File: src/rtl/prog_sequencer_pkg.sv
// Shared types and defaults for the program sequencer.
package prog_sequencer_pkg;

    typedef enum logic [1:0] {
        ST_IDLE = 2'd0,
        ST_RUN  = 2'd1,
        ST_DONE = 2'd2
    } seq_state_e;

    localparam int PC_W_DEFAULT = 12;

endpackage

File: src/rtl/jump_lut.sv
// Jump-target table: 2^L x D registers, one write port, combinational read.
module jump_lut
    import prog_sequencer_pkg::*;
#(
    parameter int D = PC_W_DEFAULT,
    parameter int L = 5
) (
    input  logic         clk,
    input  logic         reset,
    input  logic         we,
    input  logic [L-1:0] waddr,
    input  logic [D-1:0] wdata,
    input  logic [L-1:0] raddr,
    output logic [D-1:0] rdata
);

    logic [D-1:0] mem [2**L];

    always_ff @(posedge clk or negedge reset) begin
        if (!reset) begin
            for (int i = 0; i < 2**L; i++) begin
                mem[i] <= '0;
            end
        end else if (we) begin
            mem[waddr] <= wdata;
        end
    end

    // Read sees the pre-write value on a same-edge write, so a jump uses the old entry.
    assign rdata = mem[raddr];

endmodule

File: src/rtl/prog_sequencer.sv
// Program counter, jump-target table and req/done run handshake.
//
// state   | meaning
// IDLE    | waiting for req, prog_ctr held
// RUN     | PC advancing, cycle_cnt counting every edge
// DONE    | run finished, outputs held until req drops
module prog_sequencer
    import prog_sequencer_pkg::*;
#(
    parameter int D          = PC_W_DEFAULT,
    parameter int L          = 5,
    parameter int START_ADDR = 0,
    parameter int DONE_ADDR  = 128,
    parameter int CW         = 16
) (
    input  logic          clk,
    input  logic          reset,
    input  logic          req,
    output logic          done,
    output logic          busy,
    input  logic          stall,
    input  logic          halt,
    input  logic          reljump_en,
    input  logic          absjump_en,
    input  logic [L-1:0]  lut_idx,
    input  logic          lut_we,
    input  logic [L-1:0]  lut_waddr,
    input  logic [D-1:0]  lut_wdata,
    output logic [D-1:0]  prog_ctr,
    output logic [CW-1:0] cycle_cnt
);

    seq_state_e    state, state_nxt;
    logic [D-1:0]  pc_nxt;
    logic [CW-1:0] cnt_nxt;
    logic [D-1:0]  lut_rdata;

    jump_lut #(.D(D), .L(L)) u_lut (
        .clk   (clk),
        .reset (reset),
        .we    (lut_we),
        .waddr (lut_waddr),
        .wdata (lut_wdata),
        .raddr (lut_idx),
        .rdata (lut_rdata)
    );

    always_ff @(posedge clk or negedge reset) begin
        if (!reset) begin
            state     <= ST_IDLE;
            prog_ctr  <= '0;
            cycle_cnt <= '0;
        end else begin
            state     <= state_nxt;
            prog_ctr  <= pc_nxt;
            cycle_cnt <= cnt_nxt;
        end
    end

    always_comb begin
        state_nxt = state;
        pc_nxt    = prog_ctr;
        cnt_nxt   = cycle_cnt;
        case (state)
            ST_IDLE: begin
                if (req) begin
                    state_nxt = ST_RUN;
                    pc_nxt    = D'(START_ADDR);
                    cnt_nxt   = '0;
                end
            end
            ST_RUN: begin
                cnt_nxt = (cycle_cnt == {CW{1'b1}}) ? cycle_cnt : cycle_cnt + 1'b1;
                if (halt) begin
                    state_nxt = ST_DONE;
                end else if (!stall) begin
                    // Relative entries are two's complement; the D-bit sum wraps both ways.
                    if (absjump_en)      pc_nxt = lut_rdata;
                    else if (reljump_en) pc_nxt = prog_ctr + lut_rdata;
                    else                 pc_nxt = prog_ctr + 1'b1;
                    if (pc_nxt == D'(DONE_ADDR)) state_nxt = ST_DONE;
                end
            end
            ST_DONE: begin
                if (!req) state_nxt = ST_IDLE;
            end
            default: state_nxt = ST_IDLE;
        endcase
    end

    always_comb begin
        done = (state == ST_DONE);
        busy = (state == ST_RUN);
    end

endmodule

File: config.mk
export PLATFORM = sky130hd
export DESIGN_NAME = prog_sequencer
export DESIGN_NICKNAME = d
export VERILOG_FILES = /design/src/rtl/prog_sequencer_pkg.sv /design/src/rtl/jump_lut.sv /design/src/rtl/prog_sequencer.sv
export SDC_FILE = /design/constraint.sdc
export NUM_CORES = 1
export LEC_CHECK = 0
export CELL_PAD_IN_SITES_DETAIL_PLACEMENT = 1
export CELL_PAD_IN_SITES_GLOBAL_PLACEMENT = 1
export CORE_MARGIN = 8
export CORE_UTILIZATION = 30
export DETAILED_ROUTE_END_ITERATION = 10
export PLACE_DENSITY = 0.54
export SKIP_LAST_GASP = 1
export SYNTH_ARGS = -nofsm -noshare
export SYNTH_HDL_FRONTEND = slang
export SYNTH_SLANG_ARGS = --single-unit
File: constraint.sdc
create_clock -name clk -period 4.4 [get_ports clk]
set_input_delay 1.32 -clock clk [delete_from_list [all_inputs] [get_ports clk]]
set_output_delay 1.32 -clock clk [all_outputs]
set_load 0.1 [all_outputs]
After elaboration in Yosys (flattened, before gate mapping)
Cells that the tools add are included.

cells by class
  reduce and logical (&&, ||, !) cells = 6
  multiplexer cells = 24
  $lt $le $gt $ge = 3
  add/subtract/negate cells = 3
  bitwise operators = 2
  equal/unequal tests = 11

operators with widths
  operator                 count
  $bwmux W384              1
  $mux W12                 11
  $bmux W12 S5             1
  $demux W12 S5            1
  $mux W16                 2
  $pmux W16 S2             1
  $pmux W12 S2             1
  $add A16 B1 Y16 const B  1
  $eq A16 B16 Y1 const B   1
  $add A12 B1 Y12 const B  1
  $add A12 B12 Y12         1
  $eq A12 B8 Y1 const B    1
  $ge A6 B6 Y1 const B     2
  $not A5 Y6               2
  $mux W2                  5
  $ne A2 B2 Y1 const B     5
  $reduce_and A4 Y1        2
  $lt A6 B1 Y1 const B     1
  $pmux W2 S3              1
  $ne A3 B1 Y1 const B     1
  $ne A3 B2 Y1 const B     1
  $reduce_and A3 Y1        1
  $eq A2 B1 Y1 const B     1
  $eq A2 B2 Y1 const B     1
  other kinds (3)          3

word-level totals
  output and inout port bits = 30
  word-level logic and storage cells = 84
  register bits after elaboration = 414
  bits of input ports = 30

Depth between registers and ports, before layout
Gate-level depths: netlist (run 1).

  word-level depth = 15
  mapped depth = 19
  depth with buffers taken out = 15

By module
A second synthesis (run 1) with hierarchy kept.

unflattened totals
  cell total of the unflattened synthesis = 1,571
  area total of the unflattened synthesis = 20,310.7 um2

by module, submodules not included
  module          seq. area each (um2)  area each (um2)  times used  cells an instance
  jump_lut        9,609.2               18,003.5         1           1,311
  prog_sequencer  750.7                 2,307.2          1           260

Worst setup path after synthesis (run 1)
OpenSTA, ideal clock, no wires.

  path kind = input to register
  from = in lut_idx[0]
  to = reg state[0]
  required time = 4.258 ns
  path slack = -0.774 ns
  setup time = 0.142 ns
  buffers on the path = 2
  stages = 16
  arrival time = 5.032 ns
  cell sequence = buf_4 buf_4 mux4_2 a22oi_1 nand4_1 or2_2 ha_1 fa_1 a21o_1 a211o_1 a2111o_1 a311o_1 o211ai_1 o2111ai_1 nor4_2 a31oi_1

between the ends
  cells in the longest elaborated chain, start to end = 13

RTL lines
  what                                              line                  source
  start, declared                                   prog_sequencer.sv:25  input logic [L-1:0] lut_idx,
  $not A5 Y6 (implied by the code) (*)              jump_lut.sv:30        assign rdata = mem[raddr];
  $bmux W12 S5 (*)                                  jump_lut.sv:30
  $mux W12 (implied by the code) (*) (2 in series)  jump_lut.sv:30
  $add A12 B12 Y12                                  prog_sequencer.sv:79  else if (reljump_en) pc_nxt = prog_ctr + lut_rdata;
  $mux W12                                          prog_sequencer.sv:79
  $mux W12 (*)                                      prog_sequencer.sv:78  if (absjump_en) pc_nxt = lut_rdata;
  $mux W12 (*)                                      prog_sequencer.sv:76  end else if (!stall) begin
  $mux W12 (*)                                      prog_sequencer.sv:74  if (halt) begin
  $mux W12 (*)                                      prog_sequencer.sv:64  case (state)
  $eq A12 B8 Y1 (*)                                 prog_sequencer.sv:81  if (pc_nxt == D'(DONE_ADDR)) state_nxt = ST_DONE;
  $ne A3 B1 Y1 (no source line) (*)                 --
  $reduce_and A4 Y1 (no source line) (*)            --
  end signal, assigned                              prog_sequencer.sv:54  state <= state_nxt;
  end, declared                                     prog_sequencer.sv:33  seq_state_e state, state_nxt;

Every way passes the cells marked *; elsewhere a longest branch is shown, timed or not. The select of a mux whose other input is x is not followed.
A chain may end at the register's enable or synchronous reset.

Final worst setup path (run 1)
Ends and elaborated chain as after synthesis.

==> results.yml, run 1 <==
run_status:
  status: "complete, but fails checks"
  violations: "negative setup slack"
floorplan:
  coreArea_um2: 65500
  ioPinCount: 60
  fp.dieH_um: 273
  die_w_um: 273
  start_util_pct: 30.1
  die-area_um2: 74300
  rows: 94
hold_path:
  hold_class: "reg -> reg"
  hp-start: "u_lut.mem[261]"
  min_to: "u_lut.mem[261]"
  holdPathStages: 1
synthesis:
  synthesis.area_um2: 19800
  synth_cell_types: 61
  synth_fp_nets: 1470
  yosys_most_used_dff: "dfrtp_1"
  async_flop_share_pct: 100
  synth-seq-cells: 414
  ys_seq_area_share_pct: 52.5
  postSynthCellCount: 1427
  synthTopCellsByArea: "dfrtp_1, mux2_2, mux4_2, mux2i_1, a22oi_1"
  ys_top_cells_by_count: "dfrtp_1, mux2_2, mux2i_1, clkbuf_1"
  yosysMostFrequentCell: "dfrtp_1"
  yosysTopAreaCell: "dfrtp_1"
  yosysWarnings: 0
  synth-edff-count: 0
  synth_top_area_share_pct: 52.5
  synth_area_per_cell_um2: 13.8
drt:
  wirelength_um: 60800
  drtPass1Iterations: 4
  drc_errors: 0
  wl_per_cell_um: 23.9
  drt_iter0_markers: 598
  vias: 12900
  ant_nets: 0
  vias_per_cell: 5.07
power:
  p_leak_nw: 11.2
  powerDensity_nw_per_um2: 489
  p_comb_share_pct: 22.8
  pwr-share-clk_pct: 36.3
  power.switching_mw: 3.51
  vdd_drop_max_mv: 0.286
  p_seq_share_pct: 40.9
  p_int_mw: 8.63
  netSwitchingFraction_pct: 28.9
grt:
  antenna_found_initial: 0
  gr-total-overflow: 0
  grt_pass1_vias: 14500
  grt_first_pass_wirelength_um: 93900
  grtUsageTotal_pct: 16.5
  grt_max_degree: 90
placed_design:
  gp_congestion: 0.806
  detailed_place_hpwl_um: 41300
  numPortBuffers: 59
  place_ws_ps: -1370
run:
  cap_viol_max_count: 0
timing:
  report.final.slew_viol_count: 0
  rsz0062_at_grt: "yes"
  hold_viol: 0
  finalWorstSetupSlack_ps: -226
  fin_skew_ps: 21.6
  setup_tns_ps: -843
  max_freq_mhz: 216
  fin_crit_sh_pct: 105
  period_minus_slack_ps: 4630
  slew_headroom_pct: 18.1
  worst_pin_slew_ps: 1220
  setup_violations: 5
critical_path:
  path_class: "in -> reg"
  critPathMaxFanout: 4
  r2r_slack_ps: 250
  worstPathRequired_ps: 4840
  cp.arrival_ps: 5070
  startpoint_type: "input port"
  ff2ff_path_depth: 14
  reg2reg_to: "state[0]"
  endpoint_kind: "flip-flop"
  r2r-start: "u_lut.mem[108]"
clock_tree:
  root_buffer: "clkbuf_16"
  h-tree-depth: 2
  clk_pin_slew_worst_paths_ps: 60
  cts_made_buffers: 50
  clockBufferDepth: 3
  cts_tree: "built"
  cts_num_sinks: 414
  clock_latency_ps: 600
layout:
  drive_gt1_share_pct: 46.9
  fillCellCount: 6790
  areaGrowthSynthToFinish_pct: 25.6
  final_nets: 1681
  post-route-util_pct: 37.9
-- how the worst max path moves through the flow --
stage	slack, ps	to	start	depth (start not counted)
5_1_grt	-330	state[0]	lut_idx[0]	15
6_report	-230	state[0]	lut_idx[0]	15
3_5_place_dp	-1370	state[0]	lut_idx[3]	18
4_1_cts	-150	state[0]	lut_idx[0]	15
2_1_floorplan	-690	state[0]	lut_idx[1]	18
3_3_place_gp	-1240	state[0]	lut_idx[3]	19
-- logic make-up (layout without fill, tap and decap cells) --
family,Yosys count,after routing,share of synthesized area [%]
multiplexers,532,532,33.3
XOR/XNOR,17,17,0.754
buffers and inverters,120,370,2.84
AND/OR/NAND/NOR,212,212,5.37
flip-flops,414,414,52.5
AO/OA/AOI/OAI,119,119,4.40
adder cells (fa/ha/maj),13,13,0.862
other,0,2,0
-- sequential cells by signal (all words and copies together) (netlist names) --
register,flops
cycle_cnt,16
u_lut.mem,384
prog_ctr,12
state,2
-- worst max-delay path: stages --
cell	delay, ps
buf_12	90
mux4_2	510
a22oi_2	190
nand4_1	260
or2_4	340
ha_4	170
fa_2	360
a21o_1	190
a211o_1	320
a2111o_1	410
a311o_1	290
o211ai_1	140
o2111ai_2	180
nor4_4	180
a31oi_1	110
-- per-stage QoR --
| step | hold WS, ps | power, mW | instance area (um2) | instances |
|---|---|---|---|---|
| 6_report | 499 | 12.1 | 24800 | 2543 |
| 5_1_grt | 509 | 12.7 | 24800 | 2541 |
| 4_1_cts | 500 | 12.3 | 24700 | 2537 |
| 3_5_place_dp | 487 | 7.73 | 22500 | 2432 |
| 3_3_place_gp | 481 | 7.62 | 22500 | 2432 |
| 2_1_floorplan | 470 | 6.67 | 19800 | 1427 |
-- final cells by class --
cell class	instances	area (um2)	area share, %
clock inverter	16	259	1.04
tap	864	1080	4.36
clock buffer	75	1530	6.15
timing repair buffer	273	2520	10.2
sequential	414	10400	41.8
inverter	6	22.5	0.0908
antenna	2	5.00	0.0202
multi-input combinational	893	9020	36.4
-- power by group through the flow --
stage / clock network (mW) / registers, mW / logic, mW
2_1_floorplan: 0 / 5.19 / 1.49
3_3_place_gp: 0 / 4.97 / 2.64
3_5_place_dp: 0 / 5.02 / 2.70
4_1_cts: 4.56 / 4.96 / 2.78
5_1_grt: 4.71 / 5.07 / 2.98
6_report: 4.41 / 4.97 / 2.77
-- timing repair --
item	in CTS	in global routing
gates cloned	6	0
endpoints found under the hold margin	0	0
buffers inserted	9	4
endpoints found under the setup margin	7	6
gates resized for setup	55	8
pin swaps	11	3
hold buffers	0	0
-- layout by cell type, fill, tap and decap left out, types with 5 or more instances in the layout --
master	instances
nor2_1	44
a31oi_1	6
o21ai_0	15
mux4_2	54
buf_6	7
mux4_1	6
nor2b_1	5
or3_1	6
a21oi_1	12
a22o_1	5
buf_12	13
inv_1	5
buf_4	192
nor3_1	7
ha_1	10
clkinv_2	6
nand3_1	39
nand2_1	52
clkbuf_16	51
clkbuf_8	16
mux2i_1	83
mux2_2	384
and2_1	7
and3_1	11
xnor2_1	5
nand4_1	7
clkdlybuf4s50_1	51
dfrtp_1	414
clkbuf_1	8
xor2_1	11
bufinv_16	6
mux2i_2	5
a22oi_1	38
buf_16	5
a22oi_2	5
-- metal layers --
layer | vias up | track usage [%] | share of wire (%)
met5 | - | 0 | 0
met4 | 0 | 5.66 | 3.2
met3 | 103 | 2.74 | 4.4
met2 | 204 | 26.0 | 46
met1 | 6877 | 22.9 | 46
li1 | 5698 | - | -
Note: power is estimated with default switching activity, not from simulation.
==> run 2: changes to the inputs <==
Settings changed: CELL_PAD_IN_SITES_DETAIL_PLACEMENT 1 to 2, CELL_PAD_IN_SITES_GLOBAL_PLACEMENT 1 to 2, PLACE_DENSITY 0.54 to 0.6.
==> run 2 against run 1 <==
The run still ends with negative setup slack left. Sequential share of layout area rose by 0.69 points. Maximum frequency fell by 2.5%. Final cell count fell by 1.2%. Die area did not move. Wire length rose by 4.2%. Global-route usage rose by 0.47 points. Hold slack improved by 1.3 ps.
==> results.yml, run 2 (synthesis results as in run 1) <==
hold_path:
  holdPathStages: 1
  hold_class: "reg -> reg"
placed_design:
  numPortBuffers: 59
  place_ws_ps: -1300
  gp_congestion: 0.782
  placed_cell_area_um2: 22300
  detailed_place_hpwl_um: 42800
  placedCellCount: 2404
drt:
  vias: 13000
  drc_errors: 0
  drtPass1Iterations: 4
  wirelength_um: 63300
  wl_per_cell_um: 25.2
  vias_per_cell: 5.16
  drt_iter0_markers: 560
  ant_nets: 0
clock_tree:
  clock_latency_ps: 610
  h-tree-depth: 2
  postCtsHoldBufs: 0
  cts_num_sinks: 414
  clockBufferDepth: 3
  clk_pin_slew_worst_paths_ps: 60
  root_buffer: "clkbuf_16"
  cts_made_buffers: 50
  cts_tree: "built"
run_status:
  violations: "negative setup slack"
  status: "complete, but fails checks"
critical_path:
  crit_top_cell: "buf_12"
  path_buf_inv: 3
  crit_slowest_cell: "a2111o_1"
  worst-path-stages: 17
  cp_top_family: "compound AO/OA/AOI/OAI gates"
  worstPathRequired_ps: 4860
  startpoint_type: "input port"
  ff2ff_path_depth: 14
  critical-path-max-stage-delay_ps: 450
  endpoint_kind: "flip-flop"
  path_class: "in -> reg"
  crit_chain: "buf_12, buf_12, buf_12, mux4_2, a22oi_2, nand4_1, or2_4, ha_4, fa_2, a21o_1, a211o_1, a2111o_1, a311o_1, o211ai_1, o2111ai_2, nor4_2, a31oi_1"
  cp.arrival_ps: 5200
  critPathMaxFanout: 8
layout:
  antenna_cells: 0
  final_nets: 1655
  layout_common_cells: "dfrtp_1, mux2_2, buf_4"
  drive_gt1_share_pct: 46.0
  areaGrowthSynthToFinish_pct: 23.5
  fillCellCount: 6533
  multi_input_area_um2: 9090
  post-route-util_pct: 37.2
  top_regs: "u_lut.mem: 384 flops, cycle_cnt: 16 flops, prog_ctr: 12 flops"
  final_common_cell: "dfrtp_1"
  regArea_um2: 10400
  largest_register: "u_lut.mem"
  largest_register_ff_count: 384
  stdcell_count: 2513
  final_area_um2: 24400
grt:
  grt_max_degree: 97
  grt_first_pass_wirelength_um: 96100
  gr-total-overflow: 0
  antenna_found_initial: 2
  grt_pass1_vias: 14800
  grtUsageTotal_pct: 17.0
timing:
  finalWorstSetupSlack_ps: -344
  fin_crit_sh_pct: 108
  period_minus_slack_ps: 4740
  hold_viol: 0
  fin_skew_ps: 28.8
  worst_pin_slew_ps: 1270
  setup_tns_ps: -1040
  max_freq_mhz: 211
  slew_headroom_pct: 15.0
  rsz0062_at_grt: "yes"
  setup_violations: 5
  fin_hold_ws_ps: 500
  report.final.slew_viol_count: 0
floorplan:
  die_w_um: 273
  ioPinCount: 60
  coreArea_um2: 65500
  start_util_pct: 30.1
  die-area_um2: 74300
  fp.dieH_um: 273
  rows: 94
run:
  cap_viol_max_count: 0
power:
  vdd_drop_max_mv: 0.287
  p_leak_nw: 11.0
  powerDensity_nw_per_um2: 487
  p_total_mw: 11.9
## run 2: what timing repair did
action / 4_1_cts / 5_1_grt
endpoints found under the setup margin: 8 / 7
pin swaps: 22 / 13
hold endpoints to repair: 0 / 0
setup buffers: 15 / 5
resized for setup: 74 / 10
## run 2: cell type report
class	instances	area share, %
clock buffers	76	5.86
clock inverters	13	0.774
inverters	6	0.0923
multi-input cells	893	37.2
flip-flops and latches	414	42.5
well taps	864	4.43
repair buffers	247	9.14
## run 2: worst paths after layout
check                                     from             end  slack, ps
worst max register to register  u_lut.mem[312]        state[0]        220
worst min register to register  u_lut.mem[260]  u_lut.mem[260]        500
min in group asynchronous                reset  u_lut.mem[382]        670
worst max-delay path                lut_idx[1]        state[0]       -340
worst min-delay path            u_lut.mem[260]  u_lut.mem[260]        500
max in group asynchronous                reset   u_lut.mem[13]       2720
## run 2: where the power goes
| group | internal, mW | switching [mW] |
|---|---|---|
| registers | 4.55 | 0.438 |
| clock network | 2.47 | 1.66 |
| logic | 1.32 | 1.45 |
| total | 8.33 | 3.55 |
## run 2: per-layer routing
layer  share of wire (%)  vias up  track usage, %
li1                    -     5645               -
met1                  46     6987            22.8
met2                  47      222            28.0
met3                 3.8      101            2.59
met4                 3.0        0            5.55
met5                   0        -               0
